$ cat config.mk
export PLATFORM = sky130hd
export DESIGN_NAME = imem_fetch_sequencer
export DESIGN_NICKNAME = d
export VERILOG_FILES = /design/src/rtl/imem_fetch_sequencer.sv
export SDC_FILE = /design/constraint.sdc
export NUM_CORES = 1
export LEC_CHECK = 0
export CELL_PAD_IN_SITES_DETAIL_PLACEMENT = 1
export CELL_PAD_IN_SITES_GLOBAL_PLACEMENT = 2
export CORE_ASPECT_RATIO = 1.5
export CORE_MARGIN = 5
export CORE_UTILIZATION = 25
export DETAILED_ROUTE_END_ITERATION = 10
export PLACE_DENSITY = 0.72
export SLEW_MARGIN = 20
export SYNTH_ARGS = -nofsm -noshare
export SYNTH_HDL_FRONTEND = slang
export SYNTH_SLANG_ARGS = --single-unit
$ cat constraint.sdc
create_clock -name clk -period 3.2 [get_ports clk]
set_input_delay 0.8 -clock clk [delete_from_list [all_inputs] [get_ports clk]]
set_output_delay 0.8 -clock clk [all_outputs]
set_load 0.005 [all_outputs]
$ cat src/rtl/imem_fetch_sequencer.sv
// rtl/imem_fetch_sequencer.sv - PC owner and InstructionMemory port sequencer feeding IF/ID
// Optional halt support (halt_req/halted, HALT state) is built when IF_HALT_EN is defined.

`ifndef ADDRESS_LEN
`define ADDRESS_LEN 32
`endif

module imem_fetch_sequencer #(
  parameter int                ADDR_W       = `ADDRESS_LEN,
  parameter logic [ADDR_W-1:0] RESET_PC     = '0,
  parameter int                DBG_MAX_WAIT = 4
) (
  input  logic              clk,
  input  logic              rst,
  input  logic              freeze,
  input  logic              branch_taken,
  input  logic [ADDR_W-1:0] branch_addr,
  output logic [ADDR_W-1:0] mem_addr,
  input  logic [ADDR_W-1:0] mem_rdata,
  output logic [ADDR_W-1:0] if_pc,
  output logic [ADDR_W-1:0] if_instr,
  output logic              if_valid,
  input  logic              dbg_req,
  input  logic [ADDR_W-1:0] dbg_addr,
  output logic              dbg_gnt,
  output logic [ADDR_W-1:0] dbg_rdata,
  output logic              dbg_rvalid
`ifdef IF_HALT_EN
  ,
  input  logic              halt_req,
  output logic              halted
`endif
);

  localparam int             WCW      = (DBG_MAX_WAIT < 1) ? 1 : $clog2(DBG_MAX_WAIT + 1);
  localparam logic [WCW-1:0] WAIT_MAX = WCW'(DBG_MAX_WAIT);

  typedef enum logic [1:0] {
    BOOT,
`ifdef IF_HALT_EN
    HALT,
`endif
    RUN
  } state_t;

  state_t            state;
  logic [ADDR_W-1:0] pc;
  logic [ADDR_W-1:0] pc_plus4;
  logic [ADDR_W-1:0] branch_tgt;
  logic [ADDR_W-1:0] dbg_word;
  logic [WCW-1:0]    wait_cnt;
  logic              wait_max;
  logic              stall;
  logic              unused_low_bits;

  assign pc_plus4   = pc + ADDR_W'(4);
  assign branch_tgt = {branch_addr[ADDR_W-1:2], 2'b00};
  assign dbg_word   = {dbg_addr[ADDR_W-1:2], 2'b00};
  assign wait_max   = (wait_cnt == WAIT_MAX);
  assign unused_low_bits = ^{branch_addr[1:0], dbg_addr[1:0]};

  // A halt request makes its RUN cycle look like a freeze, so debug may take the port.
`ifdef IF_HALT_EN
  assign stall = freeze | halt_req;
`else
  assign stall = freeze;
`endif

  always_comb begin
    dbg_gnt  = 1'b0;
    mem_addr = pc;
    case (state)
      RUN:     dbg_gnt = dbg_req & (stall | wait_max);
`ifdef IF_HALT_EN
      HALT:    dbg_gnt = dbg_req;
`endif
      default: dbg_gnt = 1'b0;
    endcase
    if (dbg_gnt) begin
      mem_addr = dbg_word;
    end
  end

  always_ff @(posedge clk or negedge rst) begin
    if (!rst) begin
      state      <= BOOT;
      pc         <= {RESET_PC[ADDR_W-1:2], 2'b00};
      if_pc      <= '0;
      if_instr   <= '0;
      if_valid   <= 1'b0;
      dbg_rdata  <= '0;
      dbg_rvalid <= 1'b0;
      wait_cnt   <= '0;
`ifdef IF_HALT_EN
      halted     <= 1'b0;
`endif
    end else begin
      dbg_rvalid <= dbg_gnt;
      if (dbg_gnt) begin
        dbg_rdata <= mem_rdata;
      end

      // Starvation counter: consecutive cycles a request has been refused.
      if (dbg_req && !dbg_gnt) begin
        if (!wait_max) begin
          wait_cnt <= wait_cnt + WCW'(1);
        end
      end else begin
        wait_cnt <= '0;
      end

      case (state)
        BOOT: begin
          state <= RUN;
        end
        RUN: begin
          if (branch_taken) begin
            pc       <= branch_tgt;
            if_valid <= 1'b0;
            if_instr <= '0;
          end else if (stall) begin
            pc <= pc;
          end else if (dbg_gnt) begin
            if_valid <= 1'b0;
          end else begin
            if_instr <= mem_rdata;
            if_pc    <= pc_plus4;
            if_valid <= 1'b1;
            pc       <= pc_plus4;
          end
`ifdef IF_HALT_EN
          if (halt_req) begin
            state  <= HALT;
            halted <= 1'b1;
          end
`endif
        end
`ifdef IF_HALT_EN
        HALT: begin
          if_valid <= 1'b0;
          if (!halt_req) begin
            state  <= RUN;
            halted <= 1'b0;
          end
        end
`endif
        default: begin
          state <= BOOT;
        end
      endcase
    end
  end

endmodule

Word level (Yosys, flattened, before mapping)
Cells that the tools add are included. Widths: inputs -> output; s select.

Bits in writable memories: 0. Bits in latches: 0. Output and inout bits: 131. Input port bits: 101. Register bits: 135. Memories kept: 0. Memory bits (read-only): 0.

Bitwise logic cells: 5. Multiplexer cells: 14. $add $sub $neg: 2. $lt $le $gt $ge: 0. Divide/modulo/power cells: 0. Equal/unequal tests: 5. Multipliers: 0. Reductions and logical operators: 6. Shifts and indexed selects: 0.

Operators by type and width (number): $mux 32 (7); $add 32x3->32 const B (1); $mux 3 (2); $mux 1 (4); $ne 2x2->1 const B (2); $pmux 2 s2 (1); $reduce_and 4->1 (1); $add 3x1->3 const B (1); $eq 3x3->1 const B (1); $not 1->1 (3); $reduce_and 3->1 (1); $eq 2x1->1 const B (1); $logic_not 2->1 (1); $ne 2x1->1 const B (1); $reduce_and 2->1 (1); $and 1x1->1 (1); $logic_and 1x1->1 (1); $logic_not 1->1 (1); $or 1x1->1 (1).

Logic depth before layout (Yosys ltp)
Gate-level depths: netlist of run 1.

Word-level depth: 7. Gate-level depth with buffers: 9.

Worst setup path after synthesis of run 1
OpenSTA, ideal clock, no wires.

Path kind: input to output. Start: in freeze. End: out mem_addr[10]. Slack: 0.501 ns. Required time: 2.400 ns. Arrival: 1.899 ns. Cell stages on the path: 4. Cells stage by stage: nand2b_1 > nand3_1 > clkbuf_1 > mux2_2.

Longest elaborated chain between the ends: 4.

RTL lines: start: declaration (RTL line 15) `input logic freeze,`; $or 1x1->1 (RTL line 73) `RUN: dbg_gnt = dbg_req & (stall | wait_max);`; $and 1x1->1 (RTL line 73); $mux 1 (RTL line 72) `case (state)`; $mux 32 (RTL line 79) `if (dbg_gnt) begin`; end: declaration (RTL line 18) `output logic [ADDR_W-1:0] mem_addr,`.

No other way between the ends.

Final worst setup path of run 1
Start: reg wait_cnt[1]. End: out mem_addr[24].

Longest elaborated chain between the ends: 5.

RTL lines: start: declaration (RTL line 51) `logic [WCW-1:0] wait_cnt;`; start signal: assignment (RTL line 106) `wait_cnt <= wait_cnt + WCW'(1);`; $eq 3x3->1 (RTL line 59) `assign wait_max = (wait_cnt == WAIT_MAX);`; $or 1x1->1 (RTL line 73); $and 1x1->1 (RTL line 73); $mux 1 (RTL line 72); $mux 32 (RTL line 79).

No other way between the ends.

==> results.sh, run 1 <==
export IMPL_vias=5480
export IMPL_yosys_top_cells_area="dfrtp_1, mux2_2, a22o_1"
export IMPL_async_flop_share_pct=100.0
export IMPL_drt_total_wl_mm=22.68
export IMPL_crit_type="reg2out"
export IMPL_htreeDepth=4
export IMPL_grt_pass1_wl_mm=35.47
export IMPL_hold_viol_final=0
export IMPL_ys_ff_latch=130
export IMPL_finalNetCount=920
export IMPL_start_kind="flip-flop"
export IMPL_tightest_slew_ps=623.8
export IMPL_power_leakage_nw=4.105
export IMPL_vias_per_cell=4.728
export IMPL_clock_path_buffers=2
export IMPL_slowest_stage="dfrtp_1"
export IMPL_holdWs_ps=309.4
export IMPL_synth_edf_count=0
export IMPL_ys_types=51
export IMPL_num_fill_cells=2770
export IMPL_power_internal_mw=4.115
export IMPL_path_clk_slew_ps=60
export IMPL_max_vdd_ir_drop_uv=342.9
export IMPL_port_buffers=223
export IMPL_synth_area_per_cell_um2=10.87
export IMPL_synth_cell_area_um2=6292
export IMPL_fin_cells=1159
export IMPL_status="finished clean"
export IMPL_slowest_delay_ps=400
export IMPL_hold_path_class="in2async"
export IMPL_p_sw_mw=1.541
export IMPL_cts_tree="yes"
export IMPL_globalplace_congestion=0.7345
export IMPL_layout_setup_ws_ps=128.6
export IMPL_antenna_found_initial=3
export IMPL_max_slew_margin_pct=58.03
export IMPL_post_route_period_util_pct=95.98
export IMPL_start_util_pct=25.21
export IMPL_syn2layout_area_growth_pct=55.50
export IMPL_num_rows=71
export IMPL_cp_end_kind="output pin"
export IMPL_crit_family="buffers and inverters"
export IMPL_wl_per_cell_um=19.57
export IMPL_ant_nets=0
export IMPL_grt_max_degree=51
export IMPL_io_pins=232
export IMPL_yosys_top_cells_count="dfrtp_1, mux2_2, nand2_1, o21ai_0, clkbuf_1"
export IMPL_dieArea_um2=28510
export IMPL_crit_fanout=8
export IMPL_swShare_pct=27.24
export IMPL_first_global_vias=6040
export IMPL_die_h_um=204.3
export IMPL_synth_top_cell_by_area="dfrtp_1"
export IMPL_core_area_um2=24960
export IMPL_seq_power_share_pct=38.3
export IMPL_drv_cap=0
export IMPL_track_usage_pct=15.99
export IMPL_tns_ps=0
export IMPL_drtIter0Drc=138
export IMPL_max_freq_ghz=0.3256
export IMPL_yosys_warnings=0
export IMPL_cts_made_buffers=17
export IMPL_layout_min_cycle_time_ps=3071
export IMPL_ys_seq_area_share_pct=51.70
export IMPL_p_comb_share_pct=23.8
export IMPL_path_buf_inv=5
export IMPL_insertion_delay_ps=430
export IMPL_post_route_drc_count=0
export IMPL_place_inst=1113
export IMPL_clkPwrFrac_pct=37.9
export IMPL_crit_top_cell="buf_12"
export IMPL_setup_viol=0
export IMPL_post_dp_hpwl_mm=16.73
export IMPL_slew_viol_final=0
export IMPL_synth_top_area_share_pct=51.70
export IMPL_arrival_ps=2270
export IMPL_clock_sinks=130
export IMPL_required_ps=2400
export IMPL_grt_ovfl_total=0
export IMPL_die_w_um=139.5
export IMPL_drt_pass1_iter_count=4
export IMPL_fin_util_pct=39.20
export IMPL_synth_most_common_cell="dfrtp_1"
export IMPL_place_ws_ps=-149.0
export IMPL_cp_cell_sequence="inv_1, ha_4, nand2_4, nand2b_4, nand3_4, buf_12, buf_12, buf_4, mux2_2, clkdlybuf4s15_1"
export IMPL_powerDensity_nw_per_um2=578.1
export IMPL_synthCells=579
export IMPL_root_buffer="clkbuf_16"
export IMPL_final_layout_size_suffix_gt1_share_pct=18.09
export IMPL_fin_worst_skew_ps=6.941
export IMPL_rsz0062_at_grt="false"
export IMPL_synth_ff_type="dfrtp_1"
-- cells by family (layout without fill, tap and decap cells) --
kind of cell / count (synthesis) / after routing / synth area share (%)
muxes: 63 / 63 / 11.25
xor gates and xnor gates: 28 / 28 / 3.897
AOI/OAI and AO/OA: 146 / 146 / 15.43
and+or+nand+nor: 153 / 153 / 13.40
adders and majority gates: 3 / 3 / 0.5966
DFF: 130 / 130 / 51.70
buffers and inverters: 54 / 301 / 3.599
other: 2 / 7 / 0.1194
-- layer usage --
metal | vias to the layer above | wire length, µm | global-route usage (%)
met1 | 2721 | 8478 | 16.94
met5 | - | 7 | 0
li1 | 2587 | - | -
met4 | 2 | 457 | 5.644
met2 | 143 | 12370 | 29.67
met3 | 27 | 1374 | 5.080
-- power groups by stage --
stage / sequential (mW) / clock, mW / combinational [mW]
4_1_cts: 2.17 / 2.21 / 1.37
2_1_floorplan: 2.13 / 0 / 0.533
3_3_place_gp: 2.19 / 0 / 1.37
3_5_place_dp: 2.20 / 0 / 1.39
5_1_grt: 2.21 / 2.28 / 1.47
6_report: 2.17 / 2.14 / 1.34
-- metrics by stage --
stage	area [µm²]	total power [mW]
2_1_floorplan	6304	2.662
3_3_place_gp	8995	3.557
3_5_place_dp	8995	3.586
4_1_cts	9757	5.751
5_1_grt	9784	5.964
6_report	9784	5.656
-- layout by cell type (no fill, tap or decap), drive strengths merged, types with 3 or more instances in the layout --
cell type / instances
and4: 4
a21oi: 26
a311oi: 3
bufinv: 4
clkdlybuf4s50: 188
nand4: 8
clkdlybuf4s15: 3
xor2: 19
clkinv: 6
a22oi: 3
nor3: 8
o21ai: 46
o22ai: 10
dlygate4sd2: 30
nor2: 14
clkbuf: 20
nand3: 27
ha: 3
xnor2: 9
a22o: 33
o311ai: 5
and3: 12
conb: 5
inv: 8
a2bb2oi: 5
nand2: 57
dfrtp: 130
and2: 7
mux2: 62
buf: 40
nor4: 8
o21a: 3
-- state kept, by name (all words and copies together), names as in the netlist --
| register | cells |
|---|---|
| pc | 30 |
| if_valid | 1 |
| state | 1 |
| if_pc | 30 |
| if_instr | 32 |
| wait_cnt | 3 |
| dbg_rdata | 32 |
| dbg_rvalid | 1 |
-- path summary, 6_finish.rpt --
kind	start	to	slack, ps	cells past startpoint
max in group asynchronous	rst	if_instr[19]$_DFFE_PN0P_	2090	2
worst max register to register	pc[2]$_DFFE_PN0P_	pc[28]$_DFFE_PN0P_	790	6
worst min register to register	if_pc[14]$_DFFE_PN0P_	if_pc[14]$_DFFE_PN0P_	480	2
worst min-delay path	rst	dbg_rdata[5]$_DFFE_PN0N_	310	1
min in group clk	if_pc[14]$_DFFE_PN0P_	if_pc[14]$_DFFE_PN0P_	480	2
worst max-delay path	wait_cnt[1]$_DFFE_PN0P_	mem_addr[24]	130	10
-- timing repair --
action,4_1_cts,5_1_grt
buffers inserted,10,1
gates resized for setup,42,3
pin swaps,1,0
hold buffers,0,0
cloned,1,0
setup endpoints to repair,31,9
-- layout make-up --
| type | count | area (µm²) | share of cell area, % |
|---|---|---|---|
| sequential | 130 | 3253 | 33.25 |
| multi-input combinational | 398 | 2880 | 29.44 |
| clock inverter | 12 | 180.2 | 1.841 |
| antenna | 2 | 5.005 | 0.05115 |
| timing repair buffer | 261 | 2559 | 26.15 |
| tap | 328 | 410.4 | 4.194 |
| inverter | 8 | 30.03 | 0.3069 |
| clock buffer | 20 | 466.7 | 4.770 |
Power figures use the tool's default switching activity.
==> run 2, diff against run 1 <==
Settings changed: ABC_AREA set to 1, CORE_UTILIZATION 25 to 24, GPL_TIMING_DRIVEN set to 1, HOLD_SLACK_MARGIN set to 0.12, PLACE_DENSITY 0.72 to 0.76.
==> run 2 against run 1 <==
Effect of this change:
- die area up 5.8%
- cell count up 23%
- clock-buffer cell count down 3
- core utilization down 2.1 points
- register-to-register slack better by 310 ps
- via count up 15%
- sequential power about the same
- non-clock buffer count down 10
- first-iteration DRC count up 71%
==> results.sh, run 2 <==
export IMPL_ys_seq_area_share_pct=50.73
export IMPL_hold_path_class="in2async"
export IMPL_clock_sinks=130
export IMPL_vias_per_cell=4.434
export IMPL_powerDensity_nw_per_um2=589.6
export IMPL_track_usage_pct=16.50
export IMPL_p_comb_share_pct=26.4
export IMPL_seq_power_share_pct=37.1
export IMPL_crit_type="in2out"
export IMPL_synth_compound_area_share_pct=10.60
export IMPL_drv_cap=0
export IMPL_vias=6327
export IMPL_io_pins=232
export IMPL_drt_total_wl_mm=24.91
export IMPL_synth_adder_area_share_pct=0.5854
export IMPL_core_area_um2=26490
export IMPL_grt_ovfl_total=0
export IMPL_rsz0062_at_grt="false"
export IMPL_synth_most_common_cell="nand2_1"
export IMPL_swShare_pct=30.29
export IMPL_cts_made_buffers=17
export IMPL_synth_edf_count=0
export IMPL_fin_worst_skew_ps=6.349
export IMPL_synth_top_area_share_pct=50.73
export IMPL_arrival_ps=2330
export IMPL_max_freq_ghz=0.3192
export IMPL_finalNetCount=1180
export IMPL_num_fill_cells=3192
export IMPL_power_leakage_nw=4.759
export IMPL_p_sw_mw=1.756
export IMPL_cp_end_kind="output pin"
export IMPL_tightest_slew_ps=548.7
export IMPL_syn2layout_area_growth_pct=53.29
export IMPL_path_clk_slew_ps=60
export IMPL_yosys_area_share_simple_pct=29.68
export IMPL_port_buffers=223
export IMPL_crit_fanout=14
export IMPL_tns_ps=0
export IMPL_synth_top_cell_by_area="dfrtp_1"
export IMPL_insertion_delay_ps=430
export IMPL_slowest_delay_ps=450
export IMPL_largestRegisters="dbg_rdata (32), if_instr (32)"
export IMPL_final_common_cell="nand2_1"
export IMPL_synth_area_per_cell_um2=7.589
export IMPL_post_dp_hpwl_mm=18.78
export IMPL_yosys_top_cells_area="dfrtp_1, nand2_1, nor2_1"
export IMPL_htreeDepth=4
export IMPL_dieArea_um2=30150
export IMPL_yosys_top_cells_count="nand2_1, dfrtp_1, nor2_1, inv_1, o21ai_0"
export IMPL_wl_per_cell_um=17.46
export IMPL_status="finished clean"
export IMPL_power_total_mw=5.795
export IMPL_synth_xor_area_share_pct=1.229
export IMPL_start_kind="input port"
export IMPL_root_buffer="clkbuf_16"
export IMPL_drt_pass1_iter_count=5
export IMPL_post_route_drc_count=0
export IMPL_synthCells=845
export IMPL_yosys_warnings=0
export IMPL_hold_viol_final=0
export IMPL_drtIter0Drc=236
export IMPL_antenna_found_initial=1
export IMPL_synth_cell_area_um2=6412
export IMPL_start_util_pct=24.21
export IMPL_ant_nets=0
export IMPL_synth_mux_area_share_pct=0
export IMPL_grt_pass1_wl_mm=38.07
export IMPL_synth_top_family_by_area="simple AND/OR/NAND/NOR gates"
export IMPL_layout_min_cycle_time_ps=3133
export IMPL_post_route_period_util_pct=97.91
export IMPL_max_vdd_ir_drop_uv=358.5
export IMPL_clock_path_buffers=2
export IMPL_die_w_um=143.5
export IMPL_ys_types=29
export IMPL_async_flop_share_pct=100.0
export IMPL_slowest_stage="clkdlybuf4s50_1"
export IMPL_cts_tree="yes"
export IMPL_final_cell_mix="nand2_1, clkdlybuf4s50_1, dfrtp_1"
export IMPL_grt_max_degree=49
export IMPL_num_rows=73
export IMPL_first_global_vias=6736
export IMPL_max_slew_margin_pct=63.33
export IMPL_ctsHoldBuffers=0
export IMPL_synth_ff_type="dfrtp_1"
export IMPL_setup_viol=0
export IMPL_final_layout_size_suffix_gt1_share_pct=8.264
export IMPL_required_ps=2400
export IMPL_power_internal_mw=4.040
export IMPL_ys_ff_latch=130
export IMPL_cp_cell_sequence="clkdlybuf4s50_1, inv_1, nand2_2, nand2_4, nor2_4, buf_12, buf_4, clkbuf_16, o21ai_0, clkdlybuf4s15_1"
export IMPL_globalplace_congestion=0.7587
export IMPL_holdWs_ps=316.7
export IMPL_clkPwrFrac_pct=36.5
export IMPL_die_h_um=210.2
export IMPL_slew_viol_final=0
## run 2: path summary, 6_finish.rpt
path,slack [ps],endpoint,cells after the start,startpoint
min in group clk,470,dbg_rdata[6]$_DFFE_PN0N_,2,dbg_rdata[6]$_DFFE_PN0N_
max in group asynchronous,2240,if_pc[8]$_DFFE_PN0P_,2,rst
hold reg to reg,470,dbg_rdata[6]$_DFFE_PN0N_,2,dbg_rdata[6]$_DFFE_PN0N_
setup reg to reg,1100,pc[12]$_DFFE_PN0P_,10,wait_cnt[0]$_DFFE_PN0P_
setup / recovery,70,mem_addr[2],10,freeze
hold / removal,320,if_instr[25]$_DFFE_PN0P_,1,rst
## run 2: what timing repair did
item                                    CTS  global route
cloned                                    0             1
resized for setup                        18            48
endpoints found under the setup margin   31            16
setup buffers                             0             5
## run 2: stage by stage
| step | setup WS [ps] | util (%) | std cells | area (µm²) |
|---|---|---|---|---|
| 2_1_floorplan | 816.7 | - | 848 | 6424 |
| 3_3_place_gp | -101.3 | 34.38 | 1388 | 9107 |
| 3_5_place_dp | -123.1 | 34.38 | 1388 | 9107 |
| 4_1_cts | -91.44 | 36.74 | 1420 | 9732 |
| 5_1_grt | 4.365 | 37.11 | 1427 | 9829 |
| 6_report | 66.94 | 37.11 | 1427 | 9829 |
## run 2: worst max-delay path, delay by kind of cell
family | cells | cell delay [ps]
AOI/OAI and AO/OA | 1 | 80
buffers and inverters | 6 | 1140
and+or+nand+nor | 3 | 310
## run 2: power by group through the flow
stage	sequential, mW	clock, mW	combinational, mW
3_5_place_dp	2.18	0	1.60
2_1_floorplan	2.15	0	0.594
4_1_cts	2.15	2.18	1.58
6_report	2.15	2.12	1.53
3_3_place_gp	2.17	0	1.57
5_1_grt	2.20	2.25	1.70
## run 2: area by class of cell
type	count	area (µm²)	area share [%]
multi-input cells	615	2720	27.67
well taps	337	421.7	4.290
clock buffers	17	425.4	4.328
diodes	1	2.502	0.02546
flip-flops and latches	130	3253	33.10
inverters	61	231.5	2.355
clock inverters	15	207.7	2.113
repair buffers	251	2567	26.12
## run 2: per-layer routing
| layer | up-vias | wire length [µm] | GRT usage (%) |
|---|---|---|---|
| met5 | - | 0 | 0 |
| met4 | 0 | 459 | 5.848 |
| met3 | 28 | 1082 | 2.905 |
| met2 | 154 | 13480 | 30.34 |
| met1 | 3029 | 9892 | 18.93 |
| li1 | 3116 | - | - |
## run 2: kinds of logic after synthesis
group                      count (synthesis)
and+or+nand+nor                          478
DFF                                      130
AOI/OAI and AO/OA                        120
buffers and inverters                    103
xor gates and xnor gates                   9
adders and majority gates                  3
other                                      2
==> run 3, diff against run 2 <==
Settings changed: CAP_MARGIN set to 40, PLACE_DENSITY 0.76 to unset, PLACE_DENSITY_LB_ADDON set to 0.1.
==> run 3 against run 2 <==
Effect of this change:
- clock power about the same
- sequential power about the same
- clock skew up 3.5 ps
- total power down 0.56%
- cell count down 0.28%
- core utilization down 0.17 points
- clock-buffer cell count up 3
==> results.sh, run 3 (same netlist as run 2, synthesis figures left out) <==
export IMPL_clock_sinks=130
export IMPL_setup_viol=0
export IMPL_final_cell_mix="nand2_1, clkdlybuf4s50_1, dfrtp_1"
export IMPL_critPathCapture="mem_addr[9]"
export IMPL_die_w_um=143.5
export IMPL_core_area_um2=26490
export IMPL_wl_per_cell_um=17.63
export IMPL_io_pins=232
export IMPL_r2r_slack_ps=990
export IMPL_syn2layout_area_growth_pct=52.59
export IMPL_die_h_um=210.2
export IMPL_fin_util_pct=36.94
export IMPL_power_leakage_nw=4.655
export IMPL_fin_worst_skew_ps=9.892
export IMPL_grt_ovfl_total=0
export IMPL_powerDensity_nw_per_um2=589.0
export IMPL_vias=6230
export IMPL_port_buffers=223
export IMPL_final_common_cell="nand2_1"
export IMPL_globalplace_congestion=0.7680
export IMPL_ant_nets=0
export IMPL_root_buffer="clkbuf_16"
export IMPL_hold_path_class="in2async"
export IMPL_max_slew_margin_pct=56.77
export IMPL_tightest_slew_ps=646.4
export IMPL_ctsHoldBuffers=0
export IMPL_tns_ps=0
export IMPL_reg2reg_to="wait_cnt[2]$_DFFE_PN0P_"
export IMPL_htreeDepth=4
export IMPL_drt_total_wl_mm=25.09
export IMPL_vias_per_cell=4.378
export IMPL_grt_pass1_wl_mm=37.16
export IMPL_finalNetCount=1177
export IMPL_power_total_mw=5.763
export IMPL_max_freq_ghz=0.3181
export IMPL_largestRegisters="dbg_rdata (32), if_instr (32)"
export IMPL_rsz0062_at_grt="true"
export IMPL_first_global_vias=6495
export IMPL_track_usage_pct=16.09
export IMPL_hold_viol_final=0
export IMPL_layout_min_cycle_time_ps=3144
export IMPL_drtIter0Drc=255
export IMPL_cts_tree="yes"
export IMPL_slew_viol_final=0
export IMPL_status="finished clean"
export IMPL_final_layout_size_suffix_gt1_share_pct=6.722
export IMPL_post_route_period_util_pct=98.24
export IMPL_post_route_drc_count=0
export IMPL_start_util_pct=24.21
export IMPL_grt_max_degree=54
export IMPL_r2r_cells=12
export IMPL_dieArea_um2=30150
export IMPL_n_antenna_cell=0
export IMPL_reg2reg_from="wait_cnt[0]$_DFFE_PN0P_"
export IMPL_start_kind="input port"
export IMPL_crit_fanout=8
export IMPL_cts_made_buffers=17
export IMPL_antenna_found_initial=0
export IMPL_place_inst=1384
export IMPL_cp_end_kind="output pin"
export IMPL_max_vdd_ir_drop_uv=358.4
export IMPL_fin_cells=1423
export IMPL_post_dp_hpwl_mm=18.51
export IMPL_required_ps=2400
export IMPL_crit_start="freeze"
export IMPL_clock_path_buffers=2
export IMPL_path_clk_slew_ps=60
export IMPL_drv_cap=0
export IMPL_insertion_delay_ps=420
export IMPL_arrival_ps=2340
export IMPL_num_rows=73
export IMPL_crit_type="in2out"
export IMPL_drt_pass1_iter_count=5
==> run 3: cell count changes in the layout (fill, tap and decap cells not counted), moves of 4 or more <==
cell	delta
clkbuf_2	-12
dlygate4sd2_1	+22
buf_12	-5
clkinvlp_4	-4
clkdlybuf4s15_1	+5
dlymetal6s2s_1	-15
==> run 3: critical path, cell delays in order <==
cell             delay (ps)
clkdlybuf4s50_1         460
inv_1                    60
nand2_2                  80
nand2_4                  60
nor2_4                  120
buf_12                  150
buf_12                  140
buf_4                   110
nand2_1                  40
o21ai_0                  70
dlygate4sd2_1           260
==> run 3: layout make-up <==
| cell class | count | area, µm² |
|---|---|---|
| Clock buffer | 20 | 456.7 |
| Clock inverter | 12 | 178.9 |
| Fill cell | 3188 | 16700 |
| Inverter | 61 | 231.5 |
| Multi-Input combinational cell | 615 | 2718 |
| Sequential cell | 130 | 3253 |
| Tap cell | 337 | 421.7 |
| Timing Repair Buffer | 248 | 2525 |
==> run 3: timing repair <==
item                       4_1_cts  5_1_grt
setup endpoints to repair       30        2
cloned                           0        3
buffers inserted                 0        4
gates resized for setup         31       10
pin swaps                        0        1
==> run 3: how the worst min path moves through the flow <==
| stage | cells after the start | startpoint | endpoint |
|---|---|---|---|
| 5_1_grt | 1 | rst | if_instr[23]$_DFFE_PN0P_ |
| 2_1_floorplan | 2 | dbg_rdata[0]$_DFFE_PN0N_ | dbg_rdata[0]$_DFFE_PN0N_ |
| 3_5_place_dp | 2 | dbg_rdata[9]$_DFFE_PN0N_ | dbg_rdata[9]$_DFFE_PN0N_ |
| 4_1_cts | 1 | rst | dbg_rdata[21]$_DFFE_PN0N_ |
| 6_report | 1 | rst | if_instr[22]$_DFFE_PN0P_ |
| 3_3_place_gp | 2 | dbg_rdata[13]$_DFFE_PN0N_ | dbg_rdata[13]$_DFFE_PN0N_ |
==> run 3: through the flow <==
step	cell area [µm²]	hold WS [ps]	worst slack, ps
after global routing	9784	381.8	-5.164
after CTS	9653	362.4	11.44
after global placement	9052	454.0	-126.5
final	9784	352.8	56.24
after detailed placement	9052	457.2	-151.9
after floorplan	6424	465.4	816.7
==> run 3: per-layer routing <==
layer	global-route usage (%)	vias up	routed length, µm
li1	-	3101	-
met1	18.72	2978	10260
met2	29.90	133	13610
met3	2.860	18	882
met4	4.386	0	339
met5	0	-	0
==> run 3: where the power goes <==
part           total (mW)  switching [mW]  internal [mW]
Clock                2.11           0.755           1.35
Sequential           2.16           0.228           1.93
Combinational        1.50           0.710          0.792
Total                5.76            1.69           4.07
